## config.mk

```make
export PLATFORM = sky130hd
export DESIGN_NAME = sdl_video_bridge
export DESIGN_NICKNAME = d
export VERILOG_FILES = /design/src/rtl/sdl_video_bridge.sv
export SDC_FILE = /design/constraint.sdc
export NUM_CORES = 1
export LEC_CHECK = 0
export BUFFER_PORTS_ARGS = -buffer_cell sky130_fd_sc_hd__buf_2
export CAP_MARGIN = 15
export CORE_ASPECT_RATIO = 1.5
export CORE_UTILIZATION = 25
export CTS_CLUSTER_SIZE = 16
export DETAILED_ROUTE_END_ITERATION = 8
export GPL_TIMING_DRIVEN = 0
export PLACE_DENSITY = 0.56
export SLEW_MARGIN = 5
export SYNTH_ARGS = -nofsm -noshare
export SYNTH_HDL_FRONTEND = slang
export SYNTH_SLANG_ARGS = --single-unit
```

## constraint.sdc

```tcl
create_clock -name pixel_clk -period 2.8 [get_ports pixel_clk]
set_input_delay 0.28 -clock pixel_clk [delete_from_list [all_inputs] [get_ports pixel_clk]]
set_output_delay 0.28 -clock pixel_clk [all_outputs]
set_load 0.05 [all_outputs]
```

## src/rtl/sdl_video_bridge.sv

```systemverilog
// Raster timing generator with core-latency realignment and registered SDL pixel stream.
// Optional frame counter output enabled by defining SDL_FRAME_COUNT_EN.
module sdl_video_bridge #(
  parameter int unsigned H_ACTIVE    = 800,
  parameter int unsigned H_FP        = 24,
  parameter int unsigned H_SYNC      = 72,
  parameter int unsigned H_BP        = 128,
  parameter int unsigned V_ACTIVE    = 600,
  parameter int unsigned V_FP        = 1,
  parameter int unsigned V_SYNC      = 2,
  parameter int unsigned V_BP        = 22,
  parameter int unsigned COLOR_IN_W  = 4,
  parameter int unsigned COLOR_OUT_W = 8,
  parameter int unsigned PIPE_LAT    = 0
) (
  input  logic                   pixel_clk,
  input  logic                   sim_rst,
  output logic [10:0]            h_coord,
  output logic [9:0]             v_coord,
  output logic                   h_sync,
  output logic                   v_sync,
  output logic                   disp_enbl,
  input  logic [COLOR_IN_W-1:0]  red,
  input  logic [COLOR_IN_W-1:0]  green,
  input  logic [COLOR_IN_W-1:0]  blue,
  output logic [10:0]            sdl_sx,
  output logic [9:0]             sdl_sy,
  output logic                   sdl_de,
  output logic [COLOR_OUT_W-1:0] sdl_r,
  output logic [COLOR_OUT_W-1:0] sdl_g,
  output logic [COLOR_OUT_W-1:0] sdl_b,
`ifdef SDL_FRAME_COUNT_EN
  output logic [31:0]            sdl_frame_cnt,
`endif
  output logic                   sdl_frame_start
);

  localparam int unsigned H_TOTAL = H_ACTIVE + H_FP + H_SYNC + H_BP;
  localparam int unsigned V_TOTAL = V_ACTIVE + V_FP + V_SYNC + V_BP;

  if (COLOR_OUT_W < COLOR_IN_W || PIPE_LAT > 15) begin : g_bad_cfg
    $error("sdl_video_bridge: COLOR_OUT_W must be >= COLOR_IN_W and PIPE_LAT <= 15");
  end

  typedef struct packed {
    logic [10:0] h;
    logic [9:0]  v;
    logic        de;
  } tap_t;

  logic [10:0] h_q, h_d;
  logic [9:0]  v_q, v_d;

  always_comb begin
    h_d = h_q + 11'd1;
    v_d = v_q;
    if (h_q == 11'(H_TOTAL - 1)) begin
      h_d = '0;
      v_d = (v_q == 10'(V_TOTAL - 1)) ? '0 : v_q + 10'd1;
    end
  end

  always_ff @(posedge pixel_clk) begin
    if (sim_rst) begin
      h_q <= '0;
      v_q <= '0;
    end else begin
      h_q <= h_d;
      v_q <= v_d;
    end
  end

  assign h_coord   = h_q;
  assign v_coord   = v_q;
  assign disp_enbl = (h_q < 11'(H_ACTIVE)) && (v_q < 10'(V_ACTIVE));
  assign h_sync    = (h_q >= 11'(H_ACTIVE + H_FP)) && (h_q < 11'(H_ACTIVE + H_FP + H_SYNC));
  assign v_sync    = (v_q >= 10'(V_ACTIVE + V_FP)) && (v_q < 10'(V_ACTIVE + V_FP + V_SYNC));

  tap_t tap_in, tap_out;
  assign tap_in = '{h: h_q, v: v_q, de: disp_enbl};

  // Coordinates travel alongside the core's pipeline so they meet its colour output.
  if (PIPE_LAT == 0) begin : g_nodly
    assign tap_out = tap_in;
  end else begin : g_dly
    tap_t pipe_q [PIPE_LAT];
    tap_t pipe_d [PIPE_LAT];

    always_comb begin
      pipe_d[0] = tap_in;
      for (int unsigned i = 1; i < PIPE_LAT; i++) pipe_d[i] = pipe_q[i-1];
    end

    always_ff @(posedge pixel_clk) begin
      if (sim_rst) begin
        for (int unsigned i = 0; i < PIPE_LAT; i++) pipe_q[i] <= '0;
      end else begin
        for (int unsigned i = 0; i < PIPE_LAT; i++) pipe_q[i] <= pipe_d[i];
      end
    end

    assign tap_out = pipe_q[PIPE_LAT-1];
  end

  // Bit replication, MSB-first, truncated to the output width.
  function automatic logic [COLOR_OUT_W-1:0] expand(input logic [COLOR_IN_W-1:0] c);
    logic [COLOR_OUT_W-1:0] r;
    r = '0;
    for (int unsigned i = 0; i < COLOR_OUT_W; i++)
      r[COLOR_OUT_W-1-i] = c[COLOR_IN_W-1-(i % COLOR_IN_W)];
    return r;
  endfunction

  logic [10:0]            sx_q, sx_d;
  logic [9:0]             sy_q, sy_d;
  logic                   de_q, de_d;
  logic [COLOR_OUT_W-1:0] r_q, r_d, g_q, g_d, b_q, b_d;
  logic                   frame_start_q, frame_start_d;

  always_comb begin
    sx_d          = tap_out.h;
    sy_d          = tap_out.v;
    de_d          = tap_out.de;
    r_d           = '0;
    g_d           = '0;
    b_d           = '0;
    frame_start_d = tap_out.de && (tap_out.h == '0) && (tap_out.v == '0);
    if (tap_out.de) begin
      r_d = expand(red);
      g_d = expand(green);
      b_d = expand(blue);
    end
  end

  always_ff @(posedge pixel_clk) begin
    if (sim_rst) begin
      sx_q          <= '0;
      sy_q          <= '0;
      de_q          <= 1'b0;
      r_q           <= '0;
      g_q           <= '0;
      b_q           <= '0;
      frame_start_q <= 1'b0;
    end else begin
      sx_q          <= sx_d;
      sy_q          <= sy_d;
      de_q          <= de_d;
      r_q           <= r_d;
      g_q           <= g_d;
      b_q           <= b_d;
      frame_start_q <= frame_start_d;
    end
  end

  assign sdl_sx          = sx_q;
  assign sdl_sy          = sy_q;
  assign sdl_de          = de_q;
  assign sdl_r           = r_q;
  assign sdl_g           = g_q;
  assign sdl_b           = b_q;
  assign sdl_frame_start = frame_start_q;

`ifdef SDL_FRAME_COUNT_EN
  logic [31:0] frame_cnt_q, frame_cnt_d;

  always_comb begin
    frame_cnt_d = frame_cnt_q + {31'b0, frame_start_q};
  end

  always_ff @(posedge pixel_clk) begin
    if (sim_rst) frame_cnt_q <= '0;
    else         frame_cnt_q <= frame_cnt_d;
  end

  assign sdl_frame_cnt = frame_cnt_q;
`endif

endmodule

```

Word level (Yosys, flattened, before mapping)
Cells that the tools add are included.
{"block": "totals", "out_inout_bits": 71, "wordCells": 30, "input_bits": 14, "register_bits": 68}
{"block": "classes", "order_cmp": 6, "addsub": 2, "n_mux": 1, "n_reduce_logical": 9, "bitwise_logic": 1, "eq_ne": 2}
{"op": "< comparator 11 x 10 -> 1 bit (second input constant)", "n": 2}
{"op": "< comparator 10 bit (second input constant)", "n": 2}
{"op": "adder 11 x 1 -> 11 bit (second input constant)", "n": 1}
{"op": "equality test 11 x 10 -> 1 bit (second input constant)", "n": 1}
{"op": ">= comparator 11 x 10 -> 1 bit (second input constant)", "n": 1}
{"op": "zero test 11 bit", "n": 1}
{"op": "adder 10 x 1 -> 10 bit (second input constant)", "n": 1}
{"op": "equality test 10 bit (second input constant)", "n": 1}
{"op": ">= comparator 10 bit (second input constant)", "n": 1}
{"op": "zero test 10 bit", "n": 1}
{"op": "2-to-1 mux 10 bit", "n": 1}
{"op": "logical AND 1 bit", "n": 5}
{"op": "OR reduction 2 bit", "n": 2}
{"op": "NOT 1 bit", "n": 1}

Longest topological paths before layout
Gate-level depths: netlist of the first run.
{"block": "depth", "word_depth": 4, "ltp_mapped": 6, "ltp_nobuf": 6}

Worst setup path before layout of the first run
OpenSTA, ideal clock, no wires.
{"block": "synth_timing", "path_kind": "register to output", "start": "register v_q[0] (netlist: v_coord[0])", "end": "output port v_sync", "slack_ns": -0.998, "t_required_ns": 2.520, "stages_incl_launch_ff": 4, "n_path_buf": 0, "t_arrival_ns": 3.518, "cell_sequence": "dfxtp_1 -> inv_1 -> ha_1 -> a2111oi_0"}
{"block": "synth_via", "elab_chain_len": 2, "elab_cells_between_ends": 3, "classes_between": "order compare (2); reduce/logical (1)"}
{"element": "from (decl)", "line": "52", "source": "logic [9:0] v_q, v_d;"}
{"element": "from (signal assigned)", "line": "69", "source": "v_q <= v_d;"}
{"element": ">= comparator 10 bit or < comparator 10 bit (tied branches)", "line": "77", "source": "assign v_sync = (v_q >= 10'(V_ACTIVE + V_FP)) && (v_q < 10'(V_ACTIVE + V_FP + V_SYNC));"}
{"element": "logical AND 1 bit *", "line": "77"}
{"element": "to (decl)", "line": "21", "source": "output logic v_sync,"}
Every way passes the cells marked *; elsewhere a longest branch is shown, timed or not.

Worst setup path in the final report of the first run
{"block": "layout_timing", "start": "register v_q[5] (netlist: v_coord[5])", "end": "register b_q[6] (netlist: sdl_b[6])"}
{"block": "layout_via", "elab_chain_len": 4}
{"element": "< comparator 10 bit", "line": "75", "source": "assign disp_enbl = (h_q < 11'(H_ACTIVE)) && (v_q < 10'(V_ACTIVE));"}
{"element": "logical AND 1 bit", "line": "75"}
{"element": "NOT 1 bit (no line)"}
{"element": "OR reduction 2 bit (no line)"}
{"element": "to (signal assigned)", "line": "142", "source": "b_q <= '0;"}
{"element": "to (signal assigned)", "line": "150", "source": "b_q <= b_d;"}
{"element": "to (decl)", "line": "117", "source": "logic [COLOR_OUT_W-1:0] r_q, r_d, g_q, g_d, b_q, b_d;"}
No other way between the ends.
A chain may end at the register's enable or synchronous reset.

==> flow_metrics.env, run 1 <==
export IMPL_cts_made_buffers=5
export IMPL_maxSlewViolCount=0
export IMPL_layout_nets=331
export IMPL_busiest_layer="met2"
export IMPL_synth_top_family_by_area="simple AND/OR/NAND/NOR gates"
export IMPL_path_common_cell="clkbuf_1"
export IMPL_route_detailed_drc=0
export IMPL_die_area_um2=8914
export IMPL_layout_drive_gt1_share_pct=34.94
export IMPL_grt_max_degree=17
export IMPL_cp_end_kind="flop"
export IMPL_rsz0062_at_grt="false"
export IMPL_antenna_cells=0
export IMPL_fin_skew_ns=0.005658
export IMPL_timing_hold_violations_final=0
export IMPL_maxSlewHeadroom_pct=40.33
export IMPL_synth_edf_count=0
export IMPL_viasPerCell=4.417
export IMPL_startpoint="v_coord[5]"
export IMPL_synthArstFlopShare_pct=0
export IMPL_synth_ff_type="dfxtp_1"
export IMPL_crit_slowest_cell="a2111oi_1"
export IMPL_synth_area_leader_cell="dfxtp_1"
export IMPL_startpoint_type="flop"
export IMPL_cts_resized=0
export IMPL_cpPeakStageDelay_ns=0.87
export IMPL_hp_class="primary input to flop"
export IMPL_pwr_share_clk_pct=43.9
export IMPL_fin_setup_tns_ns=0
export IMPL_ant_nets=0
export IMPL_synth_simple_gate_area_share_pct=26.04
export IMPL_crit_required_ns=3.04
export IMPL_syn_cell_area_um2=2133
export IMPL_synth_area_top_cells="dfxtp_1 (53%), nor2b_1 (4.4%), buf_4 (4.2%), nor2_1 (4.2%), and2_1 (3.8%)"
export IMPL_synth_xor_area_share_pct=2.874
export IMPL_gr_total_overflow=0
export IMPL_syn_avg_cell_area_um2=9.653
export IMPL_io_pins=85
export IMPL_chipWidth_um=77.43
export IMPL_r2r_end="sdl_b[6]"
export IMPL_portBuffers=84
export IMPL_use_met3_pct=3.254
export IMPL_reg2reg_depth=6
export IMPL_cts_buffer_depth=2
export IMPL_synthesis_nets=240
export IMPL_fmax_ghz=0.4459
export IMPL_reg2reg_from="v_coord[5]"
export IMPL_antenna_found_initial=0
export IMPL_drtIter0Drc=62
export IMPL_power_density_nw_per_um2=619.9
export IMPL_grt_usage_pct=12.47
export IMPL_area_growth_syn_to_layout_pct=35.13
export IMPL_fillers=874
export IMPL_clk_pin_slew_ns=0.07
export IMPL_ys_ff_latch=56
export IMPL_internal_power_mw=1.370
export IMPL_clock_latency_ns=0.30
export IMPL_switchingPower_mw=0.4169
export IMPL_coreArea_um2=8158
export IMPL_comb_power_share_pct=10.1
export IMPL_muxShareOfSynthArea_pct=0
export IMPL_period_needed_ns=2.242
export IMPL_grt_pass1_wl_mm=8.521
export IMPL_ctsHtreeMaxLevel=2
export IMPL_grtUsageMet2_pct=21.00
export IMPL_synth_compound_area_share_pct=8.035
export IMPL_finalSetupViolCount=0
export IMPL_hold_path_startpoint="red[1]"
export IMPL_instances_no_fill=417
export IMPL_post_route_period_util_pct=80.09
export IMPL_cts_setup_buffers=0
export IMPL_arrival_ns=2.48
export IMPL_synthAdderAreaFrac_pct=2.933
export IMPL_grt_use_met1_pct=14.36
export IMPL_most_common_layout_cells="buf_2 (84), dfxtp_1 (56), nor2_1 (24), nor2b_1 (15), and2_1 (13)"
export IMPL_worstMarginPinSlew_ns=0.8928
export IMPL_via_count=1842
export IMPL_grt_pass1_vias=1671
export IMPL_p_leak_nw=1.329
export IMPL_ys_seq_area_share_pct=52.55
export IMPL_cap_violations=0
export IMPL_crit_fanout=10
export IMPL_path_cells="clkbuf_1, a21oi_1, o21ai_0, a2111oi_1, clkbuf_1, and2_1"
export IMPL_die_h_um=115.1
export IMPL_layout_commonest_cell="buf_2"
export IMPL_gp_congestion=0.8241
export IMPL_multi_input_area_um2=863.3
export IMPL_ff_latch_area_um2=1121
export IMPL_ctsHoldBuffers=0
export IMPL_synthDistinctLibCells=37
export IMPL_cts_root_buf="clkbuf_16"
export IMPL_status="completed"
export IMPL_rows=40
export IMPL_dp_hpwl_mm=3.960
export IMPL_path_class="flop to flop"
export IMPL_syn_inst=221
export IMPL_drt_wirelength_per_cell_um=12.52
export IMPL_cts_tree="built"
export IMPL_ir_drop_uv=276.9
export IMPL_yosys_warnings=0
export IMPL_seq_power_share_pct=46.0
export IMPL_drt_first_pass_iters=4
export IMPL_r2r_slack_ns=0.56
export IMPL_netSwitchingFraction_pct=23.33
export IMPL_cts_sink_count=56
export IMPL_dp_cells=410
export IMPL_crit_end="sdl_b[6]"
export IMPL_wl_mm=5.222
export IMPL_synth_top_cell_area_share_pct=52.55
export IMPL_start_util_pct=26.15
-- per-stage QoR --
stage	utilization, %	area (µm²)	setup slack [ns]	total power, mW	hold WS [ns]
floorplan	-	2146	0.3385	0.9768	0.3632
global placement	33.07	2698	0.5060	1.021	0.4661
detailed placement	33.07	2698	0.4843	1.022	0.4760
CTS	35.34	2883	0.4480	1.817	0.1744
global route	35.34	2883	0.2202	1.857	0.1769
finish	35.34	2883	0.5576	1.787	0.1805
-- synth_stat cells, types with 2 or more instances --
cell type,count
nor3_1,5
dfxtp_1,56
and3_1,3
nor4_1,6
a21oi_1,5
and2_1,13
or4_1,4
ha_1,5
a21o_1,3
nor2_1,24
a22o_1,5
o31ai_1,2
clkbuf_1,8
nand2_1,11
nor2b_1,15
inv_1,8
xor2_1,3
xnor2_1,4
buf_4,12
o21ai_0,4
nand3_1,9
-- final cells by class --
class	instances	share of cell area, %
Clock buffer	5	4.340
Tap cell	105	4.557
Timing Repair Buffer	84	14.58
Multi-Input combinational cell	136	29.95
Clock inverter	2	2.083
Inverter	8	1.042
Sequential cell	56	38.89
Buffer	21	4.557
-- power by group through the flow --
| stage | Sequential, mW | Combinational [mW] | Clock [mW] |
|---|---|---|---|
| floorplan | 0.902 | 0.0750 | 0 |
| CTS | 0.822 | 0.182 | 0.813 |
| detailed placement | 0.841 | 0.182 | 0 |
| global placement | 0.840 | 0.180 | 0 |
| global route | 0.824 | 0.191 | 0.842 |
| finish | 0.822 | 0.180 | 0.785 |
-- critical path: cells and delay by family, from the launching register on --
family,cells,cell delay (ns)
simple gates,1,0.18
flops,1,0.31
buf+inv,2,0.53
compound gates,3,1.17
-- per-layer routing --
metal	part of all wire [%]	vias up
li1	-	917
met1	42	853
met2	50	66
met3	5.3	6
met4	2.2	0
met5	0	-
-- cell families (layout without fill, tap and decap cells) --
logic type               Yosys count  after routing
AO/OA/AOI/OAI                     24             24
XOR/XNOR                           7              7
adder cells (fa/ha/maj)            5              5
buffers and inverters             29            120
flip-flops                        56             56
AND/OR/NAND/NOR                  100            100
-- state kept, by name, summed over array words and instances (netlist names) --
signal / count
h_coord: 11
sdl_sy: 10
v_coord: 10
sdl_de: 1
sdl_g: 4
sdl_frame_start: 1
sdl_b: 4
sdl_r: 4
sdl_sx: 11
-- how the worst min path moves through the flow --
| stage | end | slack [ns] | cells past startpoint |
|---|---|---|---|
| after floorplan | sdl_sy[9] | 0.36 | 1 |
| after global placement | h_coord[0] | 0.47 | 1 |
| after detailed placement | h_coord[0] | 0.48 | 1 |
| after CTS | sdl_r[5] | 0.17 | 2 |
| after global routing | sdl_r[3] | 0.18 | 2 |
| final | sdl_r[5] | 0.18 | 2 |
Power figures use the tool's default switching activity.
==> run 2, diff against run 1 <==
- ABC_AREA: unset -> 1
- PLACE_DENSITY: 0.56 -> 0.57
- clock period: 2.8 -> 2 ns (I/O delays scaled with it)
==> run 2 against run 1 <==
Against the previous run: final cell count grew 15%; total power grew 28%; via count grew 7.2%; sequential power grew 40%; combinational power grew 44%; clock-buffer cell count grew 1; clock power grew 11%; global-route usage shrank 0.61 points; wire length grew 0.25%; critical endpoint is now v_sync; largest power group unchanged.
==> flow_metrics.env, run 2 <==
export IMPL_chipWidth_um=79.11
export IMPL_hp_class="primary input to flop"
export IMPL_startpoint_type="flop"
export IMPL_wl_mm=5.235
export IMPL_grt_pass1_wl_mm=8.466
export IMPL_layout_drive_gt1_share_pct=35.48
export IMPL_cts_sink_count=56
export IMPL_drtIter0Drc=108
export IMPL_synth_ff_type="dfxtp_1"
export IMPL_drt_wirelength_per_cell_um=10.93
export IMPL_ctsHtreeMaxLevel=2
export IMPL_syn_avg_cell_area_um2=7.963
export IMPL_drt_first_pass_iters=6
export IMPL_maxSlewHeadroom_pct=71.73
export IMPL_ys_seq_area_share_pct=50.28
export IMPL_synth_edf_count=0
export IMPL_ant_nets=0
export IMPL_status="completed"
export IMPL_syn_inst=280
export IMPL_p_leak_nw=1.484
export IMPL_clock_latency_ns=0.29
export IMPL_layout_commonest_cell="buf_2"
export IMPL_cap_violations=0
export IMPL_io_pins=85
export IMPL_crit_slowest_cell="dfxtp_1"
export IMPL_portBuffers=84
export IMPL_antenna_cells=0
export IMPL_area_growth_syn_to_layout_pct=32.44
export IMPL_clk_pin_slew_ns=0.07
export IMPL_cp_end_kind="output pin"
export IMPL_arrival_ns=1.67
export IMPL_dp_cells=471
export IMPL_cts_root_buf="clkbuf_16"
export IMPL_die_h_um=117.7
export IMPL_cp_num_buf_inv=2
export IMPL_timing_hold_violations_final=0
export IMPL_fin_setup_tns_ns=0
export IMPL_finalSetupViolCount=0
export IMPL_cpPeakStageDelay_ns=0.41
export IMPL_cts_tree="built"
export IMPL_power_density_nw_per_um2=771.8
export IMPL_synth_top_cell_area_share_pct=50.28
export IMPL_cts_buffer_depth=2
export IMPL_fmax_ghz=0.5352
export IMPL_most_common_layout_cells="buf_2 (83), dfxtp_1 (55), nor2_1 (51), inv_1 (42), nand2_1 (38)"
export IMPL_antenna_found_initial=0
export IMPL_period_needed_ns=1.869
export IMPL_synthesis_nets=299
export IMPL_worstMarginPinSlew_ns=0.4241
export IMPL_path_cells="inv_1, ha_1, a21oi_1, nand4_1, nor3_4, clkbuf_4"
export IMPL_crit_fanout=5
export IMPL_ctsHoldBuffers=0
export IMPL_layout_nets=390
export IMPL_die_area_um2=9308
export IMPL_grt_usage_pct=11.86
export IMPL_rows=41
export IMPL_synth_area_top_cells="dfxtp_1 (50%), nor2_1 (8.6%), inv_1 (7.1%), nand2_1 (6.4%), buf_4 (4.4%)"
export IMPL_route_detailed_drc=0
export IMPL_synthArstFlopShare_pct=0
export IMPL_synth_area_leader_cell="dfxtp_1"
export IMPL_ir_drop_uv=315.9
export IMPL_cts_setup_buffers=0
export IMPL_gp_congestion=0.8533
export IMPL_crit_required_ns=1.80
export IMPL_syn_cell_area_um2=2230
export IMPL_post_synth_top_count_cell="dfxtp_1"
export IMPL_grt_max_degree=18
export IMPL_maxSlewViolCount=0
export IMPL_cts_made_buffers=5
export IMPL_fillers=935
export IMPL_gr_total_overflow=0
export IMPL_ys_ff_latch=56
export IMPL_path_delay_family="flip-flops"
export IMPL_via_count=1974
export IMPL_dp_hpwl_mm=4.182
export IMPL_rsz0062_at_grt="false"
export IMPL_synthDistinctLibCells=24
export IMPL_viasPerCell=4.121
export IMPL_yosys_warnings=0
export IMPL_synth_commonest_cells="dfxtp_1 (56), nor2_1 (51), inv_1 (42)"
export IMPL_grt_pass1_vias=1830
export IMPL_coreArea_um2=8516
export IMPL_start_util_pct=26.18
export IMPL_post_route_period_util_pct=93.43
export IMPL_fin_skew_ns=0.005536
export IMPL_path_class="flop to output pin"
export IMPL_instances_no_fill=479
==> run 2: cell count changes in the layout (fill, tap and decap cells not counted), sizes merged, moves of 6 or more <==
cell | before | now
nand3 | 9 | 17
nor2 | 24 | 65
and2 | 13 | 0
inv | 8 | 44
nor4 | 6 | 0
nor2b | 15 | 0
nand2 | 11 | 44
==> run 2: power by group <==
part           leakage, nW  total [mW]  switching, mW  internal, mW
combinational        0.960       0.259          0.190        0.0690
clock               0.0671       0.869          0.401         0.468
sequential           0.456        1.15         0.0126          1.14
total                 1.48        2.28          0.604          1.68
==> run 2: tightest hold or removal path, delay by kind of cell <==
family / cells / cell delay [ns]
buffers and inverters: 2 / 0.13
AND/OR/NAND/NOR: 1 / 0.03
==> run 2: final timing paths <==
path              startpoint    endpoint  slack [ns]  cells past startpoint
hold reg to reg   h_coord[0]  h_coord[0]        0.49                      1
hold / removal       blue[1]    sdl_b[5]        0.11                      3
setup reg to reg  h_coord[0]  v_coord[2]        0.37                      8
setup / recovery  v_coord[1]      v_sync        0.13                      6
==> run 2: kinds of logic (layout without fill, tap and decap cells) <==
| family | after synthesis | in the layout | share of synthesized area [%] |
|---|---|---|---|
| AND/OR/NAND/NOR | 137 | 137 | 28.34 |
| buffers and inverters | 62 | 154 | 13.30 |
| flip-flops | 56 | 56 | 50.28 |
| AO/OA/AOI/OAI | 16 | 16 | 3.704 |
| adder cells (fa/ha/maj) | 5 | 5 | 2.806 |
| XOR/XNOR | 4 | 4 | 1.571 |
==> run 2: per-layer routing <==
layer / up-vias / track usage (%) / share of wire [%]
li1: 1017 / - / -
met1: 885 / 12.12 / 38
met2: 65 / 21.82 / 54
met3: 7 / 2.713 / 5.4
met4: 0 / 5.909 / 2.0
met5: - / 0 / 0
==> run 2: stage by stage <==
stage	util [%]	instance area, µm²	total power, mW	worst slack [ns]	hold WS, ns
global route	34.68	2953	2.369	0.05481	0.1217
global placement	32.93	2804	1.437	0.3898	0.4178
detailed placement	32.93	2804	1.440	0.3637	0.4233
CTS	34.63	2949	2.313	0.04364	0.1093
floorplan	-	2250	1.377	0.03487	0.2691
finish	34.68	2953	2.279	0.1314	0.1146
==> run 2: layout make-up <==
type,count,area (µm²),area share [%]
clock inverters,2,16.27,0.5508
flip-flops and latches,56,1122,38.01
clock buffers,6,128.9,4.364
plain buffers,17,127.6,4.322
repair buffers,84,422.9,14.32
multi-input cells,162,832.0,28.18
well taps,107,133.9,4.534
inverters,45,168.9,5.720
==> run 2: what timing repair did <==
| item | CTS | global route |
|---|---|---|
| setup endpoints to repair | 0 | 1 |
| endpoints found under the hold margin | 0 | 0 |
| resized for setup | 0 | 2 |
